===== src/rtl/trilat_pkg.sv =====
// Shared widths, field offsets, FSM encodings and payload types for trilat_select.
package trilat_pkg;

  localparam int unsigned COORD_W = 8;
  localparam int unsigned RAD_W   = COORD_W + 1;
  localparam int unsigned SQ_W    = 2 * COORD_W + 2;
  localparam int unsigned ERR_W   = 2 * COORD_W + 3;
  localparam int unsigned DIFF_W  = ERR_W + 1;
  localparam int unsigned CAND_W  = 4 * COORD_W;
  localparam int unsigned ANCH_W  = 3 * COORD_W + 1;
  localparam int unsigned POS_W   = 2 * COORD_W;
  localparam int unsigned K_W     = 3;

  // Bit offsets of each field inside the packed cand / anchor buses
  localparam int unsigned X1_LSB = 3 * COORD_W;
  localparam int unsigned Y1_LSB = 2 * COORD_W;
  localparam int unsigned X2_LSB = COORD_W;
  localparam int unsigned Y2_LSB = 0;
  localparam int unsigned XA_LSB = COORD_W + RAD_W;
  localparam int unsigned YA_LSB = RAD_W;
  localparam int unsigned RA_LSB = 0;

  localparam logic [1:0] IDLE = 2'd0;
  localparam logic [1:0] MUL  = 2'd1;
  localparam logic [1:0] CMP  = 2'd2;
  localparam logic [1:0] OUT  = 2'd3;

  typedef struct packed {
    logic [COORD_W-1:0] x1;
    logic [COORD_W-1:0] y1;
    logic [COORD_W-1:0] x2;
    logic [COORD_W-1:0] y2;
  } cand_t;

  typedef struct packed {
    logic [COORD_W-1:0] xa;
    logic [COORD_W-1:0] ya;
    logic [RAD_W-1:0]   ra;
  } anchor_t;

  // |d2 - r2| with both squares non-negative; the signed difference is one bit wider
  function automatic logic [ERR_W-1:0] abs_err(input logic [ERR_W-1:0] d2,
                                              input logic [SQ_W-1:0]  r2);
    logic signed [DIFF_W-1:0] diff;
    diff = $signed({1'b0, d2}) - $signed({2'b00, r2});
    return diff[DIFF_W-1] ? ERR_W'(-diff) : ERR_W'(diff);
  endfunction

endpackage


===== src/rtl/MULT_.sv =====
// Signed full-precision multiplier, product width N+M.
module MULT_ #(
  parameter int unsigned N = 9,
  parameter int unsigned M = 9
) (
  input  logic signed [N-1:0]   a,
  input  logic signed [M-1:0]   b,
  output logic signed [N+M-1:0] p
);

  logic signed [N+M-1:0] a_ext;
  logic signed [N+M-1:0] b_ext;

  assign a_ext = {{M{a[N-1]}}, a};
  assign b_ext = {{N{b[M-1]}}, b};
  assign p     = a_ext * b_ext;

endmodule


===== src/rtl/SUB_.sv =====
// Signed subtractor a - b, result one bit wider than the wider operand so it never wraps.
module SUB_ #(
  parameter int unsigned N = 8,
  parameter int unsigned M = 8
) (
  input  logic signed [N-1:0]                  a,
  input  logic signed [M-1:0]                  b,
  output logic signed [((N > M) ? N : M):0]    d
);

  localparam int unsigned W = ((N > M) ? N : M) + 1;

  logic signed [W-1:0] a_ext;
  logic signed [W-1:0] b_ext;

  assign a_ext = {{(W-N){a[N-1]}}, a};
  assign b_ext = {{(W-M){b[M-1]}}, b};
  assign d     = a_ext - b_ext;

endmodule


===== src/rtl/trilat_select.sv =====
// Picks the intersection candidate whose squared distance to a third anchor best matches rA^2,
// sequencing five squares through one shared multiplier.
module trilat_select
  import trilat_pkg::*;
(
  input  logic              clk,
  input  logic              rst_n,
  input  logic [CAND_W-1:0] cand,
  input  logic [ANCH_W-1:0] anchor,
  input  logic              in_valid,
  output logic              in_ready,
  output logic [POS_W-1:0]  pos,
  output logic              sel,
  output logic [ERR_W-1:0]  err,
  output logic              out_valid,
  input  logic              out_ready
);

  logic [1:0]     state_q, state_d;
  logic [K_W-1:0] k_q, k_d;
  logic           load_c;

  cand_t   cand_q;
  anchor_t anch_q;

  logic signed [RAD_W-1:0] dx1, dy1, dx2, dy2;
  logic signed [RAD_W-1:0] op_c;
  logic signed [SQ_W-1:0]  prod_c;

  logic [SQ_W-1:0]  rsq_q, dx1sq_q, dy1sq_q, dx2sq_q, dy2sq_q;
  logic [ERR_W-1:0] d1_c, d2_c, err1_c, err2_c;
  logic             sel_c;

  SUB_ #(.N(COORD_W), .M(COORD_W)) u_sub_dx1 (.a(cand_q.x1), .b(anch_q.xa), .d(dx1));
  SUB_ #(.N(COORD_W), .M(COORD_W)) u_sub_dy1 (.a(cand_q.y1), .b(anch_q.ya), .d(dy1));
  SUB_ #(.N(COORD_W), .M(COORD_W)) u_sub_dx2 (.a(cand_q.x2), .b(anch_q.xa), .d(dx2));
  SUB_ #(.N(COORD_W), .M(COORD_W)) u_sub_dy2 (.a(cand_q.y2), .b(anch_q.ya), .d(dy2));

  // Every product is a square, so both multiplier ports take the same operand
  always_comb begin
    case (k_q)
      3'd1:    op_c = dx1;
      3'd2:    op_c = dy1;
      3'd3:    op_c = dx2;
      3'd4:    op_c = dy2;
      default: op_c = anch_q.ra;
    endcase
  end

  MULT_ #(.N(RAD_W), .M(RAD_W)) u_mult (.a(op_c), .b(op_c), .p(prod_c));

  assign d1_c   = ERR_W'(dx1sq_q) + ERR_W'(dy1sq_q);
  assign d2_c   = ERR_W'(dx2sq_q) + ERR_W'(dy2sq_q);
  assign err1_c = abs_err(d1_c, rsq_q);
  assign err2_c = abs_err(d2_c, rsq_q);
  assign sel_c  = (err2_c < err1_c);

  // Next-state and step counter
  always_comb begin
    state_d = state_q;
    k_d     = k_q;
    load_c  = 1'b0;
    case (state_q)
      IDLE: begin
        if (in_valid) begin
          load_c  = 1'b1;
          k_d     = '0;
          state_d = MUL;
        end
      end
      MUL: begin
        if (k_q == 3'd4) begin
          k_d     = '0;
          state_d = CMP;
        end else begin
          k_d = k_q + 3'd1;
        end
      end
      CMP:     state_d = OUT;
      OUT:     if (out_ready) state_d = IDLE;
      default: state_d = IDLE;
    endcase
  end

  always_ff @(posedge clk or negedge rst_n) begin
    if (!rst_n) begin
      state_q   <= IDLE;
      k_q       <= '0;
      in_ready  <= 1'b1;
      out_valid <= 1'b0;
    end else begin
      state_q   <= state_d;
      k_q       <= k_d;
      in_ready  <= (state_d == IDLE);
      out_valid <= (state_d == OUT);
    end
  end

  // Operand capture, product storage and result latch
  always_ff @(posedge clk or negedge rst_n) begin
    if (!rst_n) begin
      cand_q  <= '0;
      anch_q  <= '0;
      rsq_q   <= '0;
      dx1sq_q <= '0;
      dy1sq_q <= '0;
      dx2sq_q <= '0;
      dy2sq_q <= '0;
      pos     <= '0;
      sel     <= 1'b0;
      err     <= '0;
    end else begin
      if (load_c) begin
        cand_q.x1 <= cand[X1_LSB +: COORD_W];
        cand_q.y1 <= cand[Y1_LSB +: COORD_W];
        cand_q.x2 <= cand[X2_LSB +: COORD_W];
        cand_q.y2 <= cand[Y2_LSB +: COORD_W];
        anch_q.xa <= anchor[XA_LSB +: COORD_W];
        anch_q.ya <= anchor[YA_LSB +: COORD_W];
        anch_q.ra <= anchor[RA_LSB +: RAD_W];
      end
      if (state_q == MUL) begin
        case (k_q)
          3'd0:    rsq_q   <= prod_c;
          3'd1:    dx1sq_q <= prod_c;
          3'd2:    dy1sq_q <= prod_c;
          3'd3:    dx2sq_q <= prod_c;
          default: dy2sq_q <= prod_c;
        endcase
      end
      if (state_q == CMP) begin
        pos <= sel_c ? {cand_q.x2, cand_q.y2} : {cand_q.x1, cand_q.y1};
        sel <= sel_c;
        err <= sel_c ? err2_c : err1_c;
      end
    end
  end

endmodule


===== config.mk =====
export PLATFORM = sky130hd
export DESIGN_NAME = trilat_select
export DESIGN_NICKNAME = d
export VERILOG_FILES = /design/src/rtl/trilat_pkg.sv /design/src/rtl/MULT_.sv /design/src/rtl/SUB_.sv /design/src/rtl/trilat_select.sv
export SDC_FILE = /design/constraint.sdc
export NUM_CORES = 1
export LEC_CHECK = 0
export ABC_CLOCK_PERIOD_IN_PS = 9900
export CORE_MARGIN = 2
export CORE_UTILIZATION = 40
export DETAILED_ROUTE_END_ITERATION = 10
export MAX_ROUTING_LAYER = met4
export SLEW_MARGIN = 20
export SYNTH_ARGS = -nofsm -noshare
export SYNTH_HDL_FRONTEND = slang
export SYNTH_SLANG_ARGS = --single-unit
export TNS_END_PERCENT = 1

===== constraint.sdc =====
create_clock -name clk -period 9.9 [get_ports clk]
set_input_delay 0.99 -clock clk [delete_from_list [all_inputs] [get_ports clk]]
set_output_delay 0.99 -clock clk [all_outputs]
set_load 0.01 [all_outputs]

# After elaboration in Yosys (flattened, before gate mapping)
# Index checks and enable logic that the tools add are counted.
[totals] regBits=190 latch_bits=0 ramBits=0 rom_bits=0 in_bits=61 output_inout_bits=38 elab_cells=67 n_memories=0
[classes] n_addsub=11 n_mul=1 n_div=0 magnitude_cmp=1 n_eq_ne=9 n_shift=0 muxes=14 bitwise_logic=1 reduce_logical=11
[op_table] op="two-way mux 19 bit" count=3
[op_table] op="subtractor 19 x 18 -> 20 bit" count=2
[op_table] op="adder 18 x 18 -> 19 bit" count=2
[op_table] op="negation 19 bit" count=2
[op_table] op="one-hot mux 9 bit (4 select lines)" count=1
[op_table] op="subtractor 8 x 8 -> 9 bit" count=4
[op_table] op="< comparator 19 bit" count=1
[op_table] op="multiplier 9 x 9 -> 18 bit" count=1
[op_table] op="two-way mux 16 bit" count=1
[op_table] op="AND reduction 2 bit" count=6
[op_table] op="one-hot mux 2 bit (4 select lines)" count=1
[op_table] op="equality test 2 bit (second input constant)" count=3
[op_table] op="equality test 3 x 2 -> 1 bit (second input constant)" count=2
[op_table] op="two-way mux 2 bit" count=3
[op_table] op="two-way mux 3 bit" count=2
[op_table] op="one-hot mux 3 bit (2 select lines)" count=1
[op_table] op="logical NOT 2 bit" count=2
[op_table] op="OR reduction 4 bit" count=1
[op_table] op="adder 3 x 1 -> 3 bit (second input constant)" count=1
[op_table] op="equality test 3 x 1 -> 1 bit (second input constant)" count=1
[op_table] op="equality test 3 bit (second input constant)" count=1
[op_table] op="logical NOT 3 bit" count=1
[op_table] op="equality test 2 x 1 -> 1 bit (second input constant)" count=1
[op_table] op="two-way mux 1 bit" count=2
[op_table] op="3 further kinds" count=3

# Depth between registers and ports, before layout
[logic_depth] ltp_word=6 mapped_depth=37 mapped_depth_nobuf=36

# Hierarchy
# Synthesis repeated with hierarchy kept, for this count alone.
[unflattened] cells_unflattened=1795 area_unflattened_um2=16936.2
[modules_own_cells] module="trilat_select" instances=1 cells_each=1232 area_each_um2=12314.3
[modules_own_cells] module="MULT_" instances=1 cells_each=327 area_each_um2=3035.4
[modules_own_cells] module="SUB_" instances=4 cells_each=59 area_each_um2=396.6

# Least setup slack after synthesis
# OpenSTA, ideal clock, no wires.
[synth_timing] kind="register to register" from="register k_q[0]" to="register dx2sq_q[17]" setup_ns=0.139 t_arrival_ns=8.133 required_time_ns=9.761 path_slack_ns=1.629 path_stages_with_launch=35 path_buffers=1 period_less_slack_ns=8.271 cell_sequence="dfrtp_1 > inv_1 > ha_1 > nand2_1 > clkbuf_1 > mux2_2 > fa_1 > a21o_1 > a21oi_1 > nor2b_1 > o21a_1 > or3_1 > and3_1 > a221oi_2 > nand2b_1 > inv_1 > fa_1 > inv_1 > fa_1 > inv_1 > fa_1 > fa_1 > inv_1 > fa_1 > inv_1 > ha_1 > a21oi_1 > o21bai_1 > a21oi_1 > nor2b_1 > o21a_1 > o31a_1 > o41ai_1 > xnor2_1 > o21ai_0"
[synth_between] elab_chain_cells=3
[synth_rtl] item="from (decl)" line="trilat_select.sv:20" rtl="logic [K_W-1:0] k_q, k_d;"
[synth_rtl] item="from (signal assigned)" line="trilat_select.sv:93" rtl="k_q <= k_d;"
[synth_rtl] item="equality test 3 bit, or another cell as far along" line="trilat_select.sv:41" rtl="case (k_q)"
[synth_rtl] item="one-hot mux 9 bit (4 select lines)" line="trilat_select.sv:41"
[synth_rtl] item="multiplier 9 x 9 -> 18 bit" line="MULT_.sv:16" rtl="assign p = a_ext * b_ext;"
[synth_rtl] item="to (signal assigned)" line="trilat_select.sv:127" rtl="3'd3: dx2sq_q <= prod_c;"
[synth_rtl] item="to (decl)" line="trilat_select.sv:30" rtl="logic [SQ_W-1:0] rsq_q, dx1sq_q, dy1sq_q, dx2sq_q, dy2sq_q;"
# Parallel ways exist; a longest one is shown, timed or not.
# A chain may end at the register's enable or synchronous reset.

# Final worst setup path
[layout_timing] from="register k_q[0]" to="register dy1sq_q[17]"
[layout_between] elab_chain_cells=3
[layout_rtl] item="equality test 3 bit, or another cell as far along" line="trilat_select.sv:41"
[layout_rtl] item="one-hot mux 9 bit (4 select lines)" line="trilat_select.sv:41"
[layout_rtl] item="multiplier 9 x 9 -> 18 bit" line="MULT_.sv:16"
[layout_rtl] item="to (signal assigned)" line="trilat_select.sv:126" rtl="3'd2: dy1sq_q <= prod_c;"
[layout_rtl] item="to (decl)" line="trilat_select.sv:30"
# Parallel ways exist; a longest one is shown, timed or not.

==> results.sh <==
export IMPL_drtPass1Iterations=5
export IMPL_arrival_ns=8.97
export IMPL_yosysUniqueCellTypes=72
export IMPL_setup_viol=0
export IMPL_rsz0062_at_grt="no"
export IMPL_die_w_um=197
export IMPL_postCtsHoldBufs=0
export IMPL_syn_area_sq_um=15000
export IMPL_r2r_start="k_q[0]"
export IMPL_crit_fanout=12
export IMPL_tightestPinTransition_ns=0.988
export IMPL_critPathBufInv=6
export IMPL_fmax_ghz=0.115
export IMPL_met3_usage=0.0236
export IMPL_async_flop_share=1.00
export IMPL_worstSetupPathType="reg2reg"
export IMPL_core_region_area_sq_um=36700
export IMPL_dieArea_sq_um=39000
export IMPL_ys_ff_latch=185
export IMPL_hp_start="sel"
export IMPL_post_route_period_util=0.877
export IMPL_status="finished, final reports clean"
export IMPL_grt_max_degree=105
export IMPL_cp_end_kind="flip-flop"
export IMPL_clkLatencyLatePin_ns=0.45
export IMPL_maxSlewHeadroom=0.333
export IMPL_tns_ns=0
export IMPL_cts_sinks=185
export IMPL_clockBufferDepth=2
export IMPL_via_per_inst=5.07
export IMPL_ctsResizeCount=0
export IMPL_start_util=0.408
export IMPL_crit_family="adder cells"
export IMPL_syn_inst=1609
export IMPL_crit_required_ns=10.19
export IMPL_hold_class="reg2reg"
export IMPL_wirelength_um=34500
export IMPL_die_y_um=197
export IMPL_cts_clk_slew_worst_paths_ns=0.08
export IMPL_hold_viol=0
export IMPL_skew_ns=0.0228
export IMPL_drive_gt1_frac=0.0839
export IMPL_ctsRootBufferMaster="clkbuf_16"
export IMPL_wl_per_cell_um=15.9
export IMPL_synth_seq_area_share=0.310
export IMPL_r2r_cells=34
export IMPL_vias=11000
export IMPL_area_growth_synth_to_final_pct=14.1
export IMPL_groute_layer_met1_usage=0.253
export IMPL_cts_tree="yes"
export IMPL_num_antenna_cells=0
export IMPL_grt_pass1_wl_um=58000
export IMPL_track_usage=0.193
export IMPL_place_gp_congestion=0.874
export IMPL_fill_cells=3542
export IMPL_nets=1966
export IMPL_yosysWarnings=0
export IMPL_slowest_stage="fa_1"
export IMPL_fin_ws_ns=1.22
export IMPL_num_rows=70
export IMPL_drc=0
export IMPL_antenna_found_initial=0
export IMPL_min_period_ns=8.68
export IMPL_pre_cts_slack_ns=1.18
export IMPL_cp_depth=34
export IMPL_synth_edf_count=0
export IMPL_slew_viol_final=0
export IMPL_grt_pass1_vias=11400
export IMPL_io_pins=99
export IMPL_ant_nets=0
export IMPL_crit_path_start="k_q[0]"
export IMPL_layout_commonest_cell="inv_1"
export IMPL_dp_hpwl_um=27500
export IMPL_max_stage_delay_ns=0.54
export IMPL_syn_avg_cell_area_sq_um=9.30
export IMPL_drv_cap=0
export IMPL_port_buffer_count=98
export IMPL_most_common_layout_cells="inv_1, dfrtp_1, nand2_1"
export IMPL_busiest_layer="met2"
export IMPL_dr_first_iter_drc_count=488
export IMPL_yosys_most_used_dff="dfrtp_1"
export IMPL_min_path_cells=2
export IMPL_cts_made_buffers=17
export IMPL_overflow=0
export IMPL_cts_max_level=4
export IMPL_crit_path_start_kind="flip-flop"
export IMPL_grt_use_met2=0.319
export IMPL_post_cts_buffers=0
[per-stage QoR]
stage          cells  area [sq um]   util  hold slack (ns)
2_1_floorplan   1610         15000      -            0.450
3_3_place_gp    2140         16500  0.448            0.460
3_5_place_dp    2140         16500  0.448            0.463
4_1_cts         2172         17100  0.465            0.483
5_1_grt         2172         17100  0.465            0.502
6_report        2172         17100  0.465            0.475
[flip-flops by register name (all words and copies together) (netlist names)]
name / count
cand_q: 32
anch_q: 25
err: 19
dx1sq_q: 17
dx2sq_q: 17
dy1sq_q: 17
dy2sq_q: 17
rsq_q: 17
pos: 16
k_q: 3
state_q: 2
in_ready: 1
out_valid: 1
sel: 1
[worst paths after layout]
check                              end  slack (ns)
hold reg to reg                    sel        0.47
setup reg to reg           dy1sq_q[17]        1.22
hold / removal                     sel        0.47
min in group asynchronous       pos[2]        0.68
setup / recovery           dy1sq_q[17]        1.22
max in group asynchronous    rsq_q[14]        7.94
[per-layer routing]
layer  share of wire  wire (um)
met1            0.48      16600
met2            0.48      16600
met3           0.024        815
met4           0.015        506
met5               0          0
[final cells by class]
cell class / count / area (sq um) / area share
inverters: 264 / 991 / 0.0580
repair buffers: 109 / 1070 / 0.0626
multi-input cells: 1114 / 9190 / 0.538
clock inverters: 15 / 178 / 0.0104
flip-flops and latches: 185 / 4630 / 0.271
clock buffers: 17 / 425 / 0.0249
well taps: 468 / 586 / 0.0343
[synth_stat cells (all sizes together) (5+ instances only)]
| library cell | instances | area [sq um] |
|---|---|---|
| nand3 | 20 | 100 |
| inv | 263 | 987 |
| a221o | 9 | 90.1 |
| dfrtp | 184 | 4600 |
| or2 | 7 | 43.8 |
| a211oi | 10 | 75.1 |
| o21ai | 135 | 676 |
| nand4 | 5 | 31.3 |
| o21bai | 9 | 67.6 |
| nor2 | 74 | 278 |
| o21a | 16 | 120 |
| o31a | 5 | 45.0 |
| clkbuf | 43 | 161 |
| xor2 | 28 | 245 |
| nor3 | 19 | 100 |
| xnor2 | 57 | 499 |
| a21oi | 52 | 260 |
| nand2b | 14 | 87.6 |
| o31ai | 5 | 42.5 |
| fa | 95 | 1900 |
| o211ai | 12 | 90.1 |
| ha | 119 | 1490 |
| mux2i | 30 | 300 |
| a21o | 30 | 225 |
| nor2b | 15 | 93.8 |
| nand3b | 6 | 45.0 |
| mux2 | 78 | 878 |
| nand2 | 174 | 653 |
| and2 | 9 | 56.3 |
| or3 | 11 | 73.8 |
| or4 | 5 | 37.5 |
[logic make-up (layout without fill, tap and decap cells)]
group | after synthesis | after routing | synth area share
flops | 185 | 185 | 0.310
fa+ha+maj | 214 | 214 | 0.227
mux | 108 | 108 | 0.0788
compound gates | 329 | 329 | 0.141
buf+inv | 311 | 405 | 0.0780
simple gates | 376 | 376 | 0.116
other cells | 1 | 2 | 0.000251
xor+xnor | 85 | 85 | 0.0498
[worst reg2reg max path, delay by kind of cell, from the launching register on]
kind / cells / cell delay [ns]
adder cells (fa/ha/maj): 8 / 3.38
XOR/XNOR: 2 / 0.33
AO/OA/AOI/OAI: 14 / 2.94
multiplexers: 1 / 0.42
flip-flops: 1 / 0.41
buffers and inverters: 6 / 0.49
AND/OR/NAND/NOR: 3 / 0.55
Power is left out: the tool's default activity adds up to more than one toggle a clock period on the data nets, which glitch-free logic cannot reach.
